### config.mk
export PLATFORM = sky130hd
export DESIGN_NAME = iram_prog
export DESIGN_NICKNAME = d
export VERILOG_FILES = /design/src/rtl/iram_prog.sv
export SDC_FILE = /design/constraint.sdc
export NUM_CORES = 1
export LEC_CHECK = 0
export CORE_AREA = 2 2 292 294
export CTS_CLUSTER_DIAMETER = 120
export DETAILED_ROUTE_END_ITERATION = 10
export DIE_AREA = 0 0 294 296
export DONT_BUFFER_PORTS = 1
export PLACE_DENSITY = 0.63
export RECOVER_POWER = 25
export SLEW_MARGIN = 0
export SYNTH_ARGS = -nofsm -noshare
export SYNTH_HDL_FRONTEND = slang
export SYNTH_SLANG_ARGS = --single-unit
### constraint.sdc
create_clock -name CLK -period 4.9 [get_ports CLK]
set_input_delay 1.47 -clock CLK [delete_from_list [all_inputs] [get_ports CLK]]
set_output_delay 1.47 -clock CLK [all_outputs]
set_load 0.01 [all_outputs]
### src/rtl/iram_prog.sv
// Field-programmable instruction memory: clear sweep, then valid/ready program load, then 1-cycle registered fetch.
// Load port accepts only in LOAD (LD_READY), the source holds its word otherwise; fetches are honoured only in RUN.
module iram_prog #(
  parameter int                 DATA_W    = 8,
  parameter int                 ADDR_W    = 8,
  parameter int                 DEPTH     = 128,
  parameter logic [DATA_W-1:0]  FILL_WORD = '0
) (
  input  logic              CLK,
  input  logic              RESET,
  input  logic              LD_VALID,
  output logic              LD_READY,
  input  logic [ADDR_W-1:0] LD_ADDR,
  input  logic [DATA_W-1:0] LD_DATA,
  input  logic              LD_LAST,
  input  logic              REPROG,
  input  logic              RD_EN,
  input  logic [ADDR_W-1:0] ADDR,
  output logic [DATA_W-1:0] Q,
  output logic              Q_VALID,
  output logic              RUN,
  output logic              LD_ERR
);

  localparam int                PTR_W    = (DEPTH > 1) ? $clog2(DEPTH) : 1;
  localparam logic [ADDR_W:0]   DEPTH_V  = (ADDR_W+1)'(DEPTH);
  localparam logic [PTR_W-1:0]  LAST_PTR = PTR_W'(DEPTH - 1);

  typedef enum logic [1:0] {
    S_CLEAR = 2'd0,
    S_LOAD  = 2'd1,
    S_RUN   = 2'd2
  } state_t;

  state_t            state, state_nxt;
  logic [PTR_W-1:0]  clr_ptr, clr_ptr_nxt;

  logic [DATA_W-1:0] mem [DEPTH];

  logic              mem_we;
  logic [PTR_W-1:0]  mem_wa;
  logic [DATA_W-1:0] mem_wd;

  logic              ld_hs;
  logic              ld_addr_ok;
  logic              rd_addr_ok;
  logic              fetch_go;

  // Range checks are done at full address width so out-of-range words never alias.
  assign ld_addr_ok = ({1'b0, LD_ADDR} < DEPTH_V);
  assign rd_addr_ok = ({1'b0, ADDR} < DEPTH_V);

  assign LD_READY = (state == S_LOAD);
  assign RUN      = (state == S_RUN);
  assign ld_hs    = LD_VALID & LD_READY;
  assign fetch_go = RUN & RD_EN & ~REPROG;

  always_ff @(posedge CLK or negedge RESET) begin
    if (!RESET) begin
      state   <= S_CLEAR;
      clr_ptr <= '0;
    end else begin
      state   <= state_nxt;
      clr_ptr <= clr_ptr_nxt;
    end
  end

  always_comb begin
    state_nxt   = state;
    clr_ptr_nxt = clr_ptr;
    mem_we      = 1'b0;
    mem_wa      = clr_ptr;
    mem_wd      = FILL_WORD;
    case (state)
      S_CLEAR: begin
        mem_we = 1'b1;
        if (clr_ptr == LAST_PTR) begin
          state_nxt   = S_LOAD;
          clr_ptr_nxt = '0;
        end else begin
          clr_ptr_nxt = clr_ptr + 1'b1;
        end
      end
      S_LOAD: begin
        // A dropped out-of-range word can still carry LAST.
        if (ld_hs && ld_addr_ok) begin
          mem_we = 1'b1;
          mem_wa = LD_ADDR[PTR_W-1:0];
          mem_wd = LD_DATA;
        end
        if (ld_hs && LD_LAST) begin
          state_nxt = S_RUN;
        end
      end
      S_RUN: begin
        if (REPROG) begin
          state_nxt = S_CLEAR;
        end
      end
      default: begin
        state_nxt   = S_CLEAR;
        clr_ptr_nxt = '0;
      end
    endcase
  end

  // Single write port shared by the sweep and the loader; contents are never reset.
  always_ff @(posedge CLK) begin
    if (mem_we) begin
      mem[mem_wa] <= mem_wd;
    end
  end

  always_ff @(posedge CLK or negedge RESET) begin
    if (!RESET) begin
      Q       <= '0;
      Q_VALID <= 1'b0;
    end else begin
      Q_VALID <= fetch_go;
      if (fetch_go) begin
        Q <= rd_addr_ok ? mem[ADDR[PTR_W-1:0]] : FILL_WORD;
      end
    end
  end

  always_ff @(posedge CLK or negedge RESET) begin
    if (!RESET) begin
      LD_ERR <= 1'b0;
    end else if (RUN && REPROG) begin
      LD_ERR <= 1'b0;
    end else if (ld_hs && !ld_addr_ok) begin
      LD_ERR <= 1'b1;
    end
  end

endmodule

Yosys cells after proc, flatten, opt, wreduce, memory -nomap -nowiden
Memory sizes are Yosys's and may differ from the RTL's.
Cells that the tools add are included.
W data, S select, Z words.
{"block": "word_totals", "register_bits": 19, "mem_bits_rw": 1024, "in_bits": 30, "out_inout_bits": 12, "elab_cells": 45, "memories": 1}
{"memory": "mem", "words": 128, "width": 8, "read_ports": 1, "rd_clocked_by_memory_dff": 0, "wr": 1, "line": "38", "rtl": "logic [DATA_W-1:0] mem [DEPTH];"}
{"block": "op_classes", "add_sub_neg": 1, "magnitude_cmp": 2, "eq_ne": 6, "n_mux": 17, "n_bitwise": 4, "n_reduce_logical": 9}
{"op": "$mux W8", "count": 3}
{"op": "$mux W7", "count": 3}
{"op": "$lt A8 B8 Y1 const B", "count": 2}
{"op": "$pmux W7 S2", "count": 1}
{"op": "$add A7 B1 Y7 const B", "count": 1}
{"op": "$eq A7 B7 Y1 const B", "count": 1}
{"op": "$mux W2", "count": 3}
{"op": "$pmux W2 S3", "count": 1}
{"op": "$mux W1", "count": 5}
{"op": "$logic_and A1 B1 Y1", "count": 4}
{"op": "$ne A2 B2 Y1 const B", "count": 2}
{"op": "$and A1 B1 Y1", "count": 3}
{"op": "$reduce_and A3 Y1", "count": 1}
{"op": "$eq A2 B1 Y1 const B", "count": 1}
{"op": "$eq A2 B2 Y1 const B", "count": 1}
{"op": "$logic_not A2 Y1", "count": 1}
{"op": "$ne A2 B1 Y1 const B", "count": 1}
{"op": "$pmux W1 S2", "count": 1}
{"op": "$reduce_bool A2 Y1", "count": 1}
{"op": "$reduce_or A2 Y1", "count": 1}
{"op": "$logic_not A1 Y1", "count": 1}
{"op": "$not A1 Y1", "count": 1}

Longest topological paths before layout
Gate-level depths: netlist (run 1).
{"block": "depth", "ltp_word": 7, "ltp_mapped": 10, "depth_no_buf": 8}

Worst setup path after synthesis (run 1)
No wires, ideal clock.
{"block": "synth_path", "path_type": "input to register", "from": "input LD_ADDR[7]", "to": "memory mem[0][0] (data pin)", "setup_ps": 535, "arrival_ps": 4038, "t_required_ps": 4365, "setup_slack_ps": 327, "path_stages": 5, "path_buffers": 3, "path_cell_list": "and3b_1 buf_2 buf_1 clkbuf_1 and2_1"}
{"block": "synth_between", "elab_chain_cells": 4}
{"element": "start, declared", "line": "13", "rtl": "input logic [ADDR_W-1:0] LD_ADDR,"}
{"element": "$lt A8 B8 Y1", "line": "50", "rtl": "assign ld_addr_ok = ({1'b0, LD_ADDR} < DEPTH_V);"}
{"element": "$logic_and A1 B1 Y1", "line": "86", "rtl": "if (ld_hs && ld_addr_ok) begin"}
{"element": "$mux W8", "line": "86"}
{"element": "$mux W8", "line": "74", "rtl": "case (state)"}
{"element": "named net mem_wd[0]", "line": "42", "rtl": "logic [DATA_W-1:0] mem_wd;"}
{"element": "end, declared", "line": "38"}
The timed path passes the listed nets, and every way through them passes these cells.

Final worst setup path (run 1)
{"block": "layout_path", "from": "input LD_ADDR[7]", "to": "memory mem[93][2] (data pin)"}
The elaborated chain is that of the path after synthesis.

==> results of run 1 <==
==> cell families after synthesis <==
| kind of cell | after synthesis | synth area share |
|---|---|---|
| AOI/OAI and AO/OA | 335 | 0.0549 |
| and+or+nand+nor | 318 | 0.0350 |
| DFF | 1043 | 0.750 |
| buffers and inverters | 142 | 0.0216 |
| muxes | 434 | 0.137 |
| adders and majority gates | 4 | 0.00120 |
| xor gates and xnor gates | 2 | 0.000421 |
==> state kept, by name, summed over array words and instances (netlist names) <==
signal and flops:
Q 8, state 2, LD_ERR 1, mem 1024, Q_VALID 1, clr_ptr 7
==> through the flow <==
step	cell area (um2)	utilization	power [mW]	hold slack [ns]
after global routing	46400	0.551	18.3	0.464
after CTS	46400	0.551	17.9	0.462
final	46400	0.551	17.8	0.497
after floorplan	41600	-	10.2	0.486
after detailed placement	43000	0.511	10.1	0.515
after global placement	43000	0.511	10.1	0.503
==> path summary, 6_finish.rpt <==
check / from / endpoint / slack (ns)
max in group asynchronous: RESET / Q[1]$_DFFE_PN0P_ / 4.31
min reg2reg: state[1]$_DFFE_PN0P_ / state[1]$_DFFE_PN0P_ / 0.53
max: LD_ADDR[7] / mem[93][2]$_DFFE_PP_ / 0.69
max reg2reg: state[1]$_DFFE_PN0P_ / mem[93][2]$_DFFE_PP_ / 0.72
min: RESET / Q_VALID$_DFF_PN0_ / 0.50
min in group CLK: state[1]$_DFFE_PN0P_ / state[1]$_DFFE_PN0P_ / 0.53
==> per-layer routing <==
layer,up-vias,global-route usage
li1,9376,-
met1,11300,0.332
met2,933,0.374
met3,181,0.0372
met4,0,0.0778
met5,-,0
==> worst max-delay path, delay by kind of cell <==
kind                   cells  cell delay (ns)
buffers and inverters      1             0.66
AND/OR/NAND/NOR            2             2.34
==> placed cells by master, fill, tap and decap left out, types with 14 or more instances in the layout <==
master / instances
edfxtp_1: 1024
clkbuf_1: 22
o221ai_1: 24
clkbuf_16: 105
mux2i_1: 297
nor2b_1: 15
nand2_1: 60
a211oi_1: 14
mux2_2: 33
clkinv_2: 24
nand2b_1: 18
nand3_1: 28
buf_4: 105
dfrtp_1: 19
o211ai_1: 16
a22oi_1: 80
o22ai_1: 49
clkinv_1: 15
a21oi_1: 53
o21ai_0: 47
mux4_2: 104
nor2_1: 152
==> power by group through the flow <==
stage / registers, mW / logic (mW) / clock network, mW
final: 9.64 / 0.293 / 7.89
after global routing: 9.64 / 0.298 / 8.34
after CTS: 9.64 / 0.280 / 7.99
after detailed placement: 9.83 / 0.279 / 0
after global placement: 9.83 / 0.278 / 0
after floorplan: 9.83 / 0.342 / 0
==> synthesized netlist by cell type, types with 4 or more instances <==
cell type,number,area share
a221o_1,8,0.0019
ha_1,4,0.0012
a21oi_1,53,0.0064
dfrtp_1,19,0.011
nand3_1,28,0.0034
buf_6,18,0.0049
a32oi_1,8,0.0017
o221ai_1,24,0.0050
or2_2,9,0.0014
buf_4,24,0.0043
o31ai_1,5,0.00090
o22ai_1,49,0.0074
a211oi_1,14,0.0025
and2_1,11,0.0017
buf_1,11,0.00099
inv_1,8,0.00072
nand4b_1,7,0.0015
o41ai_1,6,0.0013
nand2b_1,18,0.0027
nor2b_1,17,0.0026
nor2_1,152,0.014
o21ai_0,48,0.0058
a31oi_1,10,0.0015
buf_8,5,0.0018
a311oi_1,8,0.0017
nand2_1,60,0.0054
o211ai_1,16,0.0029
nand3b_1,8,0.0014
edfxtp_1,1024,0.74
mux4_2,104,0.056
buf_2,28,0.0034
clkbuf_1,44,0.0040
mux2i_1,297,0.071
a22oi_1,80,0.014
mux2_2,33,0.0089
==> cell type report <==
class,instances,area [um2]
Fill cell,6336,37800
Timing Repair Buffer,110,872
Clock buffer,129,2750
Clock inverter,61,633
Multi-Input combinational cell,1093,9520
Tap cell,1090,1360
Inverter,8,30.0
Sequential cell,1043,31200
==> flow_metrics.py, run 1 <==
metrics = {
    "power_and_ir_drop": {
        "seq_power_share": 0.541,
        "leakage_nw": 12.9,
        "comb_power_share": 0.016,
        "pwr_density_cell_nw_per_um2": 384,
        "switching_share": 0.193,
        "power_frac_clock": 0.443,
        "ir_drop_v": 0.000315,
        "intPower_mw": 14.4,
        "p_switching_mw": 3.44,
    },
    "timing": {
        "drv_slew": 248,
        "slew_headroom": -0.734,
        "worst_slack_ns": 0.691,
        "finalSetupTns_ns": 0,
        "worstMarginPinSlew_ns": 2.60,
        "setup_viol": 0,
        "period_minus_slack_ns": 4.21,
        "rsz0062_at_grt": "no",
        "fmax_ghz": 0.238,
        "finClkSkew_ns": 0.0267,
        "min_period_over_period": 0.859,
        "hold_viol": 0,
    },
    "outcome": {
        "status": "finished, violations left",
        "violations": "capacitance limit, slew limit",
    },
    "grt": {
        "grt_pass1_wl_um": 148000,
        "grt.overflow.total": 0,
        "grt_antenna_before_repair": 0,
        "grt_pass1_vias": 21800,
        "track_usage": 0.234,
        "grt_start_max_net_pins": 325,
    },
    "floorplan": {
        "die_area_um2": 87000,
        "initial_core_util": 0.494,
        "die_w_um": 294,
        "io_pins": 42,
        "core_region_area_um2": 84200,
        "row_count": 107,
        "die_h_um": 296,
    },
    "critical_path": {
        "cp_slowest_stage_delay_ns": 1.87,
        "crit_path_end_kind": "flop",
        "path_class": "input pin to flop",
        "ff2ff_path_depth": 5,
        "arrival_ns": 4.60,
        "cp_max_fo": 54,
        "crit_chain": "and3b_1 -> and2_1 -> buf_4",
        "worstSetupStartpointType": "input pin",
        "required_ns": 5.29,
        "crit_path_top_delay_cell": "and2_1",
    },
    "logic_synthesis": {
        "synth_flop_cell": "edfxtp_1",
        "syn_inst": 2278,
        "synth_edf_count": 1024,
        "async_flop_share": 0.0182,
        "ys_seq_area_frac": 0.750,
        "ys_ff_latch": 1043,
        "synth_cell_types": 48,
        "ys_warn_count": 0,
        "syn_area_um2": 41600,
        "syn_nets": 2312,
        "syn_avg_cell_area_um2": 18.3,
    },
    "drt": {
        "wl_met1_um": 42900,
        "drc": 0,
        "routed_via_density": 6.17,
        "vias": 21800,
        "dr_wl_met3_um": 7000,
        "wl_per_cell_um": 28.8,
        "dr.pass1.iters": 9,
        "drt-total-wl_um": 102000,
        "wl_met2_um": 48600,
        "highest_layer": "met4",
        "antenna_left": 0,
        "drtIter0Drc": 2674,
    },
    "clock_tree": {
        "clock-sinks": 1043,
        "cts_resized": 0,
        "cts_tree": "done",
        "cts_hold_buffers": 0,
        "cts_setup_buffers": 0,
        "cts_made_buffers": 101,
        "clockRootBuffer": "clkbuf_16",
        "clock_latency_ns": 0.66,
        "clkTransAtPathRegs_ns": 0.07,
        "clockBufferDepth": 3,
        "htreeDepth": 3,
    },
    "placement": {
        "post-dp-hpwl_um": 62300,
        "dp_cells": 3344,
        "finalWeightedCongestion": 0.853,
        "place_ws_ns": 0.421,
        "portBuffers": 0,
    },
    "layout": {
        "layout.cells.non_filler": 3534,
        "n_antenna_cell": 0,
        "drive_above_1_share": 0.172,
        "fin_nets": 2391,
        "area_growth_pct": 11.5,
    },
    "run": {
        "maxCapViolCount": 5,
    },
    "hold_path": {
        "hold_path_class": "input pin to async pin",
    },
}
Power figures use the tool's default switching activity.
==> inputs of run 2 (changes only) <==
--- a/config.mk
+++ b/config.mk
@@ -5,12 +5,12 @@
 export SDC_FILE = /design/constraint.sdc
 export NUM_CORES = 1
 export LEC_CHECK = 0
-export CORE_AREA = 2 2 292 294
+export CORE_AREA = 2 2 412 414
 export CTS_CLUSTER_DIAMETER = 120
 export DETAILED_ROUTE_END_ITERATION = 10
-export DIE_AREA = 0 0 294 296
+export DIE_AREA = 0 0 414 416
 export DONT_BUFFER_PORTS = 1
-export PLACE_DENSITY = 0.63
+export PLACE_DENSITY = 0.36
 export RECOVER_POWER = 25
 export SLEW_MARGIN = 0
 export SYNTH_ARGS = -nofsm -noshare
==> run 2 against run 1 <==
Against the previous run: the flow still finishes with violations (capacitance limit, slew limit); hold slack worse by 0.053 ns; critical path depth is 3 higher; sequential share of layout area is 2.8 points lower; wire length is 22% higher; register-to-register slack better by 0.19 ns; maximum frequency is 5.4% higher; setup slack better by 0.22 ns; combinational power is 14% higher; final cell count is 34% higher.
==> flow_metrics.py, run 2 (synthesis results as in run 1) <==
metrics = {
    "critical_path": {
        "ff2ff_path_depth": 6,
        "worstSetupStartpointType": "flop",
        "cp_slowest_stage_delay_ns": 1.83,
        "rrSetupSlack_ns": 0.91,
        "arrival_ns": 4.48,
        "crit_chain": "inv_1 -> ha_1 -> and3b_1 -> buf_4 -> and2_0 -> buf_4",
        "path_class": "flop to flop",
        "reg2reg_from": "state[1]$_DFFE_PN0P_",
        "required_ns": 5.39,
        "critPathMostFrequentCell": "buf_4",
        "cp_max_fo": 34,
        "cp_top_family": "simple AND/OR/NAND/NOR gates",
        "crit_path_top_delay_cell": "and2_0",
        "crit_path_end_kind": "flop",
        "reg2reg_to": "mem[95][3]$_DFFE_PP_",
        "cp_num_buf_inv": 3,
    },
    "timing": {
        "min_period_over_period": 0.815,
        "worst_slack_ns": 0.906,
        "finalSetupTns_ns": 0,
        "fmax_ghz": 0.250,
        "drv_slew": 524,
        "slew_headroom": -0.644,
        "hold_viol": 0,
        "rsz0062_at_grt": "no",
        "finClkSkew_ns": 0.0354,
        "whs_ns": 0.444,
        "worstMarginPinSlew_ns": 2.47,
        "setup_viol": 0,
        "period_minus_slack_ns": 3.99,
    },
    "layout": {
        "fin_nets": 2461,
        "reg_top3": "mem (1024), Q (8), clr_ptr (7)",
        "mostFrequentLayoutCell": "edfxtp_1",
        "largest_reg_flops": 1024,
        "area_growth_pct": 16.3,
        "largest-register": "mem",
        "drive_above_1_share": 0.192,
        "postLayoutCellArea_um2": 48400,
        "final_cell_mix": "edfxtp_1, mux2i_1, buf_4, nor2_1, clkbuf_16",
    },
    "drt": {
        "drc": 0,
        "drtIter0Drc": 1817,
        "wl_met1_um": 57700,
        "dr.pass1.iters": 6,
        "routed_via_density": 4.58,
        "vias": 21700,
        "wl_per_cell_um": 26.2,
        "highest_layer": "met5",
        "antenna_left": 0,
        "wl_met2_um": 58400,
        "dr_wl_met3_um": 5910,
        "drt-total-wl_um": 124000,
    },
    "grt": {
        "track_usage": 0.142,
        "grt_pass1_wl_um": 175000,
        "grt_start_max_net_pins": 325,
        "grt.overflow.total": 0,
        "grt_antenna_before_repair": 2,
        "grt_pass1_vias": 22300,
    },
    "placement": {
        "portBuffers": 0,
        "post-dp-hpwl_um": 78400,
        "dpl_cell_area_um2": 44900,
        "finalWeightedCongestion": 0.780,
        "place_ws_ns": 0.482,
    },
    "clock_tree": {
        "cts_tree": "done",
        "cts_resized": 0,
        "clkTransAtPathRegs_ns": 0.06,
        "clockRootBuffer": "clkbuf_16",
        "clock_latency_ns": 0.72,
        "cts_hold_buffers": 0,
        "cts_setup_buffers": 0,
        "cts_made_buffers": 110,
        "clock-sinks": 1043,
        "htreeDepth": 3,
        "clockBufferDepth": 3,
    },
    "floorplan": {
        "die_h_um": 416,
        "initial_core_util": 0.248,
        "io_pins": 42,
        "die_area_um2": 172000,
        "die_w_um": 414,
        "core_region_area_um2": 168000,
        "row_count": 151,
    },
    "power_and_ir_drop": {
        "leakage_nw": 13.3,
        "comb_power_share": 0.018,
        "power_frac_clock": 0.449,
        "intPower_mw": 14.4,
        "ir_drop_v": 0.000251,
        "switching_share": 0.203,
        "seq_power_share": 0.532,
        "pwr_density_cell_nw_per_um2": 374,
        "p_switching_mw": 3.68,
    },
    "run": {
        "maxCapViolCount": 5,
    },
    "hold_path": {
        "hold_path_class": "input pin to async pin",
    },
    "outcome": {
        "violations": "capacitance limit, slew limit",
        "status": "finished, violations left",
    },
}
-- run 2: cell count changes in the layout (fill, tap and decap cells not counted), sizes merged --
cell      change
bufinv        -2
buf          +61
clkinvlp      +4
diode         +2
inv           +4
clkinv        +3
-- run 2: worst register-to-register path: stages, from the launching register on --
cell     delay, ns
dfrtp_1       0.40
inv_1         0.09
ha_1          0.31
and3b_1       0.26
buf_4         0.28
and2_0        1.83
buf_4         0.57
-- run 2: routing by layer --
metal,global-route usage,vias up
met4,0.0353,2
li1,-,9522
met1,0.197,11600
met5,0,-
met2,0.229,449
met3,0.0269,107
-- run 2: worst max-delay path by stage --
stage	startpoint	to	slack, ns	cells past startpoint
finish	state[1]$_DFFE_PN0P_	mem[95][3]$_DFFE_PP_	0.91	6
global route	state[1]$_DFFE_PN0P_	mem[95][3]$_DFFE_PP_	0.49	6
CTS	state[1]$_DFFE_PN0P_	mem[49][7]$_DFFE_PP_	1.13	7
detailed placement	LD_ADDR[7]	mem[49][3]$_DFFE_PP_	0.48	5
global placement	LD_ADDR[7]	mem[17][0]$_DFFE_PP_	0.50	7
floorplan	LD_ADDR[7]	mem[0][0]$_DFFE_PP_	0.33	5
-- run 2: power groups by stage --
stage | sequential, mW | clock [mW] | combinational [mW]
2_1_floorplan | 9.83 | 0 | 0.342
3_3_place_gp | 9.83 | 0 | 0.322
3_5_place_dp | 9.83 | 0 | 0.322
4_1_cts | 9.64 | 8.38 | 0.323
5_1_grt | 9.64 | 8.72 | 0.342
6_report | 9.64 | 8.14 | 0.335
-- run 2: through the flow --
step | utilization | std cells | power (mW)
after floorplan | - | 2278 | 10.2
after global placement | 0.267 | 4533 | 10.2
after detailed placement | 0.267 | 4533 | 10.2
after CTS | 0.288 | 4732 | 18.3
after global routing | 0.288 | 4732 | 18.7
final | 0.288 | 4734 | 18.1
-- run 2: area by class of cell --
cell class / count / area [um2]
inverters: 8 / 30.0
repair buffers: 171 / 1380
fillers: 16700 / 120000
diodes: 2 / 5.00
well taps: 2218 / 2780
clock buffers: 129 / 2820
flip-flops and latches: 1043 / 31200
multi-input cells: 1093 / 9520
clock inverters: 70 / 648
==> inputs of run 3 (changes only) <==
==> constraint.sdc (replaced) <==
create_clock -name CLK -period 4.2 [get_ports CLK]
set_input_delay 1.26 -clock CLK [delete_from_list [all_inputs] [get_ports CLK]]
set_output_delay 1.26 -clock CLK [all_outputs]
set_load 0.01 [all_outputs]
==> run 3 against run 2 <==
Against the previous run: setup slack got worse by 0.54 ns; critical path type is now input pin to flop; via count up 0.48%; clock skew increased by 0.0022 ns; largest power group unchanged; clock power increased by 17%; power rose by 17%; register-to-register slack lost 0.35 ns; clock-buffer cell count shrank 1; flip-flop and latch count unchanged; combinational power increased by 16%; sequential power grew 17%; non-clock buffer count up 56; the flow still finishes with violations (capacitance limit, slew limit).
==> flow_metrics.py, run 3 (synthesis results as in run 1) <==
metrics = {
    "clock_tree": {
        "cts_tree": "done",
        "clock-sinks": 1043,
        "clkTransAtPathRegs_ns": 0.07,
        "clock_latency_ns": 0.73,
        "cts_resized": 0,
        "clockRootBuffer": "clkbuf_16",
        "htreeDepth": 3,
        "cts_hold_buffers": 0,
        "cts_made_buffers": 109,
        "cts_setup_buffers": 0,
        "clockBufferDepth": 3,
    },
    "grt": {
        "track_usage": 0.141,
        "grt_antenna_before_repair": 4,
        "grt_pass1_vias": 22200,
        "grt.busiest_layer": "met2",
        "grt.overflow.total": 0,
        "grt_pass1_wl_um": 173000,
        "met3_usage": 0.0266,
        "grt_use_met1": 0.192,
        "grt_use_met2": 0.226,
        "grt_start_max_net_pins": 325,
    },
    "floorplan": {
        "row_count": 151,
        "die_h_um": 416,
        "die_area_um2": 172000,
        "die_w_um": 414,
        "io_pins": 42,
        "initial_core_util": 0.248,
        "core_region_area_um2": 168000,
    },
    "timing": {
        "min_period_over_period": 0.912,
        "fmax_ghz": 0.261,
        "finClkSkew_ns": 0.0376,
        "rsz0062_at_grt": "no",
        "finalSetupTns_ns": 0,
        "worstMarginPinSlew_ns": 1.91,
        "period_minus_slack_ns": 3.83,
        "setup_viol": 0,
        "drv_slew": 572,
        "hold_viol": 0,
        "slew_headroom": -0.273,
    },
    "critical_path": {
        "required_ns": 4.84,
        "cp_num_buf_inv": 1,
        "crit_path_top_delay_cell": "o41ai_1",
        "ff2ff_path_depth": 5,
        "path_class": "input pin to flop",
        "arrival_ns": 4.47,
        "crit_path_end_kind": "flop",
        "crit_chain": "mux2i_1 -> a22oi_1 -> a21oi_1 -> o41ai_1 -> buf_4 -> a31oi_1 -> a211oi_1",
        "cp_max_fo": 324,
        "cp_top_family": "compound AO/OA/AOI/OAI gates",
        "cp_slowest_stage_delay_ns": 0.82,
        "worstSetupStartpointType": "input pin",
        "crit_cells": 7,
    },
    "outcome": {
        "status": "finished, violations left",
        "violations": "capacitance limit, slew limit",
    },
    "layout": {
        "fin_nets": 2516,
        "reg_top3": "mem (1024), Q (8), clr_ptr (7)",
        "area_growth_pct": 17.3,
        "drive_above_1_share": 0.208,
        "final_util": 0.290,
        "largest-register": "mem",
        "largest_reg_flops": 1024,
        "fill_cells": 16600,
        "final_cell_mix": "edfxtp_1, mux2i_1, buf_4, nor2_1, clkbuf_16",
        "mostFrequentLayoutCell": "edfxtp_1",
    },
    "power_and_ir_drop": {
        "leakage_nw": 13.6,
        "ir_drop_v": 0.000312,
        "pwr_density_cell_nw_per_um2": 433,
    },
    "drt": {
        "antenna_left": 0,
        "routed_via_density": 4.54,
        "drtIter0Drc": 1704,
        "drc": 0,
        "dr.pass1.iters": 5,
        "drt-total-wl_um": 123000,
        "wl_per_cell_um": 25.7,
        "vias": 21800,
    },
    "placement": {
        "portBuffers": 0,
        "finalWeightedCongestion": 0.788,
        "post-dp-hpwl_um": 77700,
    },
    "hold_path": {
        "hold_path_class": "input pin to async pin",
    },
    "run": {
        "maxCapViolCount": 7,
    },
}
==> run 3: cell types whose count changed in the layout (fill, tap and decap cells not counted), moves of 2 or more <==
cell and delta:
clkinv_4 -3, clkbuf_16 +2, clkinv_1 +2, clkinv_2 +11, inv_6 -4, and2_1 +5
buf_4 +51, clkinvlp_4 -4, and2_0 -2, and2_4 -2
==> run 3: final cells by class <==
type                    count  area (um2)  share of cell area
diodes                      1        2.50           0.0000512
clock buffers             128        2860              0.0586
clock inverters            73         626              0.0128
inverters                   8        30.0            0.000615
multi-input cells        1093        9510               0.195
flip-flops and latches   1043       31200               0.639
well taps                2218        2780              0.0568
repair buffers            227        1800              0.0369
==> run 3: per-stage QoR <==
stage	instance area, um2	std cells	hold slack (ns)	power, mW	setup WS (ns)
floorplan	41600	2278	0.486	11.9	0.732
CTS	48900	4790	0.150	21.4	0.747
global placement	45400	4589	0.511	11.8	0.0333
global route	48800	4790	0.193	21.8	0.272
finish	48800	4791	0.218	21.2	0.369
detailed placement	45400	4589	0.526	11.8	0.180
==> run 3: per-layer routing <==
layer  up-vias  share of wire
met5         -              0
met4         0          0.027
met3       133          0.053
met2       555           0.47
met1     11500           0.45
li1       9622              -
==> run 3: worst register-to-register path: stages, from the launching register on <==
cell	delay, ns
dfrtp_1	0.40
inv_1	0.09
ha_1	0.31
and3b_1	0.48
and2_4	0.48
clkbuf_2	1.34
==> run 3: final timing paths <==
path | from | end | slack (ns)
min | RESET | Q[3]$_DFFE_PN0P_ | 0.22
max reg2reg | state[1]$_DFFE_PN0P_ | mem[115][6]$_DFFE_PP_ | 0.56
max in group asynchronous | RESET | Q[0]$_DFFE_PN0P_ | 3.90
max | ADDR[1] | Q[3]$_DFFE_PN0P_ | 0.37
min reg2reg | state[1]$_DFFE_PN0P_ | state[1]$_DFFE_PN0P_ | 0.53
min in group CLK | state[1]$_DFFE_PN0P_ | state[1]$_DFFE_PN0P_ | 0.53
==> run 3: report_power, final <==
part	switching, mW	total [mW]	internal [mW]
sequential	0	11.3	11.3
combinational	0.202	0.389	0.188
clock	4.06	9.52	5.46
==> RTL change 1 (config.mk and constraints of run 2) <==
Put one more register stage on the output `LD_ERR`. The value now appears one clock later. The other outputs are not delayed to match.
--- a/src/rtl/iram_prog.sv
+++ b/src/rtl/iram_prog.sv
@@ -32,4 +32,6 @@
     S_RUN   = 2'd2
   } state_t;
+
+  logic LD_ERR_s0;
 
   state_t            state, state_nxt;
@@ -126,10 +128,14 @@
   always_ff @(posedge CLK or negedge RESET) begin
     if (!RESET) begin
-      LD_ERR <= 1'b0;
+      LD_ERR_s0 <= 1'b0;
     end else if (RUN && REPROG) begin
-      LD_ERR <= 1'b0;
+      LD_ERR_s0 <= 1'b0;
     end else if (ld_hs && !ld_addr_ok) begin
-      LD_ERR <= 1'b1;
+      LD_ERR_s0 <= 1'b1;
     end
+  end
+
+  always_ff @(posedge CLK) begin
+    LD_ERR <= LD_ERR_s0;
   end
 
Check against the original RTL: no difference found for any inputs over 10 cycles, from zero or initial values and one cycle with RESET low; that may be too few to reach the edited logic, so the function may still have changed.
==> RTL change 1 against run 2 <==
Worst setup slack lost 310 ps; largest cell class unchanged; via count is 1.5% lower; wire length decreased by 1.1%; the flow still finishes with violations (max-capacitance violations, max-slew violations); critical endpoint is now Q[0]; worst hold slack got worse by 42 ps; area after synthesis about the same; cell count is 0.78% lower; die area unchanged; final area is 0.29% lower; sequential cell count up 1; total power up 2.1%; sequential share of layout area increased by 0.23 points.
==> RTL change 1: results (changes against run 2) <==
Max Slew Vio Count - 570 (+8.8%)
Worst hold path class - reg -> reg
TritonRoute pass-1 iters - 5 (-1)
CP peak stage delay - 1170 ps (-660 ps)
Seq/Total Area, Yosys - 75.0% (about the same)
Via count - 21300 (-1.5%)
Syn nets - 2313 (+0.043%)
First-pass GRT wire length - 172 mm (-1.9%)
Cell variety after synth - 49 (+2.1%)
Layout filler cell count - 16700 (-0.13%)
Final Instance Count excl. Fillers - 4697 (-0.78%)
Nets - 2417 (-1.8%)
Gp weighted congestion - 0.774 (-0.79%)
Switching share of power - 20.1% (-0.24 points)
Failing checks - max-capacitance violations, max-slew violations
Initial antenna violation count - 4 (+2)
Placed Cells - 4486 (-1.0%)
Critical path arrival - 4900 ps (+420 ps)
Area contributors post-synth - edfxtp_1, mux2i_1, mux4_2, a22oi_1, nor2_1
Worst vdd ir - 0.000231 V (-8.0%)
Highest-delay cell along the critical path - mux4_2
Outcome - complete, but fails checks
Overall routing resource usage - 14.0% (-0.21 points)
Max Cap Viol - 7 (+2)
Total leakage power - 13.1 nW (-0.88%)
-- RTL change 1: cell count changes in the layout (fill, tap and decap cells not counted), sizes merged, moves of 3 or more --
cell,delta
buf,-51
clkinv,+7
clkinvlp,-3
clkbuf,+7
bufinv,+3
-- RTL change 1: logic make-up after synthesis --
kind of cell             Yosys count  synth area share, %
adder cells (fa/ha/maj)            4                0.120
AND/OR/NAND/NOR                  318                 3.50
buffers and inverters            142                 2.16
AO/OA/AOI/OAI                    335                 5.49
multiplexers                     434                 13.7
XOR/XNOR                           2               0.0421
flip-flops                      1044                 75.0
-- RTL change 1: final cells by class --
class	count	share of cell area, %
flip-flops and latches	1044	64.7
multi-input cells	1093	19.7
clock buffers	133	6.12
well taps	2218	5.75
repair buffers	123	2.07
clock inverters	77	1.54
inverters	8	0.0622
diodes	1	0.00518
-- RTL change 1: worst paths after layout --
path                           start     endpoint  slack, ps  depth (start not counted)
max                          ADDR[1]         Q[0]        600                          5
min                        LD_ERR_s0       LD_ERR        400                          0
max reg2reg                 state[1]  mem[111][4]        950                          5
min reg2reg                LD_ERR_s0       LD_ERR        400                          0
max in group asynchronous      RESET   clr_ptr[4]       4380                          0
min in group asynchronous      RESET         Q[6]        430                          0
-- RTL change 1: routing by layer --
layer | up-vias | GRT usage [%] | routed length [um]
li1 | 9442 | - | -
met1 | 11300 | 18.5 | 54800
met2 | 486 | 23.6 | 59400
met3 | 147 | 2.28 | 5670
met4 | 2 | 4.23 | 2840
met5 | - | 0 | 13
-- RTL change 1: power by group through the flow --
| stage | combinational (mW) | sequential (mW) | clock, mW |
|---|---|---|---|
| after CTS | 0.306 | 9.65 | 8.79 |
| after global placement | 0.306 | 9.84 | 0 |
| final | 0.321 | 9.65 | 8.53 |
| after floorplan | 0.342 | 9.84 | 0 |
| after global routing | 0.325 | 9.65 | 9.08 |
| after detailed placement | 0.306 | 9.84 | 0 |
-- RTL change 1: worst max-delay path, delay by kind of cell --
kind           cells  cell delay, ps
multiplexers       2            1670
AO/OA/AOI/OAI      3             850
-- RTL change 1: stage by stage --
step | area, sq um | hold slack (ps)
global route | 48300 | 402
global placement | 44600 | 374
detailed placement | 44600 | 378
floorplan | 41600 | 348
finish | 48300 | 402
CTS | 48300 | 367
==> RTL change 2 (settings of run 2) <==
Without the edit above. The parameter `ADDR_W` goes from 8 to 9.
--- a/src/rtl/iram_prog.sv
+++ b/src/rtl/iram_prog.sv
@@ -3,5 +3,5 @@
 module iram_prog #(
   parameter int                 DATA_W    = 8,
-  parameter int                 ADDR_W    = 8,
+  parameter int                 ADDR_W    = 9,
   parameter int                 DEPTH     = 128,
   parameter logic [DATA_W-1:0]  FILL_WORD = '0
Interface: changed (resized ADDR and LD_ADDR); port bits go from 42 to 44. The function was not compared with the original's and may differ.
==> RTL change 2 against run 2 <==
The run still ends with max-capacitance violations, max-slew violations left; critical path depth did not move; count of clock-buffer cells in the layout is 6 lower; core utilization up 0.36 points; wire length is 0.97% higher; first-iteration DRC count up 5.5%; maximum frequency down 8.1%; sequential share of layout area down 0.79 points; area after synthesis hardly changed; worst setup slack lost 350 ps; sequential cell count unchanged; final area up 1.2%; worst hold slack better by 1.3 ps; total power increased by 4.4%; clock skew shrank 3.6 ps.
==> RTL change 2: results (changes against run 2) <==
Post-synthesis cell count - 2283 (+0.22%)
Inserted Clock Buffers - 111 (+0.91%)
Critical path arrival - 4960 ps (+480 ps)
Worst-path fanout max - 324 (+850%)
CP peak stage delay - 1210 ps (-620 ps)
Post-Route WL - 125 mm (+0.97%)
Drt via density - 4.58 (+0.15%)
Pre-CTS WS - 497 ps (+15.3 ps)
Comb pwr - 0.334 mW (about the same)
Layout filler cell count - 16500 (-1.0%)
Seq/Total Area, Yosys - 75.0% (about the same)
Total leakage power - 13.6 nW (+2.8%)
Final Instance Count excl. Fillers - 4772 (+0.80%)
Nets - 2492 (+1.3%)
P_clk - 8.93 mW (+9.7%)
Commonest cells in the netlist - edfxtp_1, mux2i_1, nor2_1
DP Area - 0.0452 sq mm (+0.54%)
Vias in the first global route - 22400 (+0.29%)
Max Cap Viol - 4 (-1)
Skew final - 31.8 ps (-3.58 ps)
Layout cells sized above 1 - 20.7% (+1.6 points)
Switching power - 3.75 mW (+1.8%)
Max Slew Vio Count - 366 (-30%)
Worst slew pin tran - 2580 ps (+110 ps)
Mux cell area share after synthesis - 13.7% (+0.055 points)
TritonRoute pass-1 iters - 5 (-1)
Area contributors post-synth - edfxtp_1, mux2i_1, mux4_2, a22oi_1, nor2_1
Post-synthesis compound-gate area fraction - 5.49% (about the same)
Failing checks - max-capacitance violations, max-slew violations
Worst vdd ir - 0.000271 V (+7.7%)
Outcome - complete, but fails checks
Gp weighted congestion - 0.788 (+0.97%)
Overall routing resource usage - 14.3% (+0.060 points)
Initial antenna violation count - 1 (-1)
Share of total power in the clock network - 47.2% (+2.3 points)
HPWL after DPL - 79.5 mm (+1.5%)
## RTL change 2: changes by cell type in the layout (fill, tap and decap cells not counted), moves of 4 or more
cell,before,now
clkinv_2,14,28
o21ai_0,47,51
clkbuf_1,20,11
nand2_1,60,65
buf_4,162,183
bufinv_16,10,23
nand2b_1,18,12
clkinv_1,27,23
clkinvlp_4,9,5
## RTL change 2: layer usage
metal  vias to the layer above  track usage [%]  wire (um)
li1                       9593                -          -
met4                         0             3.54       2120
met3                       113             2.52       5960
met5                         -                0          0
met1                     11700             19.8      58200
met2                       467             23.1      59000
## RTL change 2: final timing paths
check,end,slack (ps),depth (start not counted)
worst max-delay path,Q[3],550,6
worst min-delay path,state[0],450,0
worst max register to register,mem[29][3],740,5
worst min register to register,state[1],520,1
max in group asynchronous,Q[7],4360,0
min in group CLK,state[1],520,1
## RTL change 2: final cells by class
class                   instances  area [sq um]  area share (%)
inverters                       6          22.5          0.0460
repair buffers                196          1590            3.25
well taps                    2218          2780            5.66
multi-input cells            1098          9530            19.4
flip-flops and latches       1043         31200            63.7
clock inverters                85          1020            2.09
clock buffers                 123          2830            5.78
diodes                          3          7.51          0.0153
## RTL change 2: kinds of logic (layout without fill, tap and decap cells)
group | Yosys count | count (layout)
mux | 436 | 436
compound gates | 337 | 337
xor+xnor | 2 | 2
other cells | 0 | 3
fa+ha+maj | 4 | 4
simple gates | 319 | 319
flops | 1043 | 1043
buf+inv | 142 | 410
## RTL change 2: worst max-delay path: cells and delay by family
family         cells  cell delay, ps
multiplexers       1             420
AO/OA/AOI/OAI      5            2200
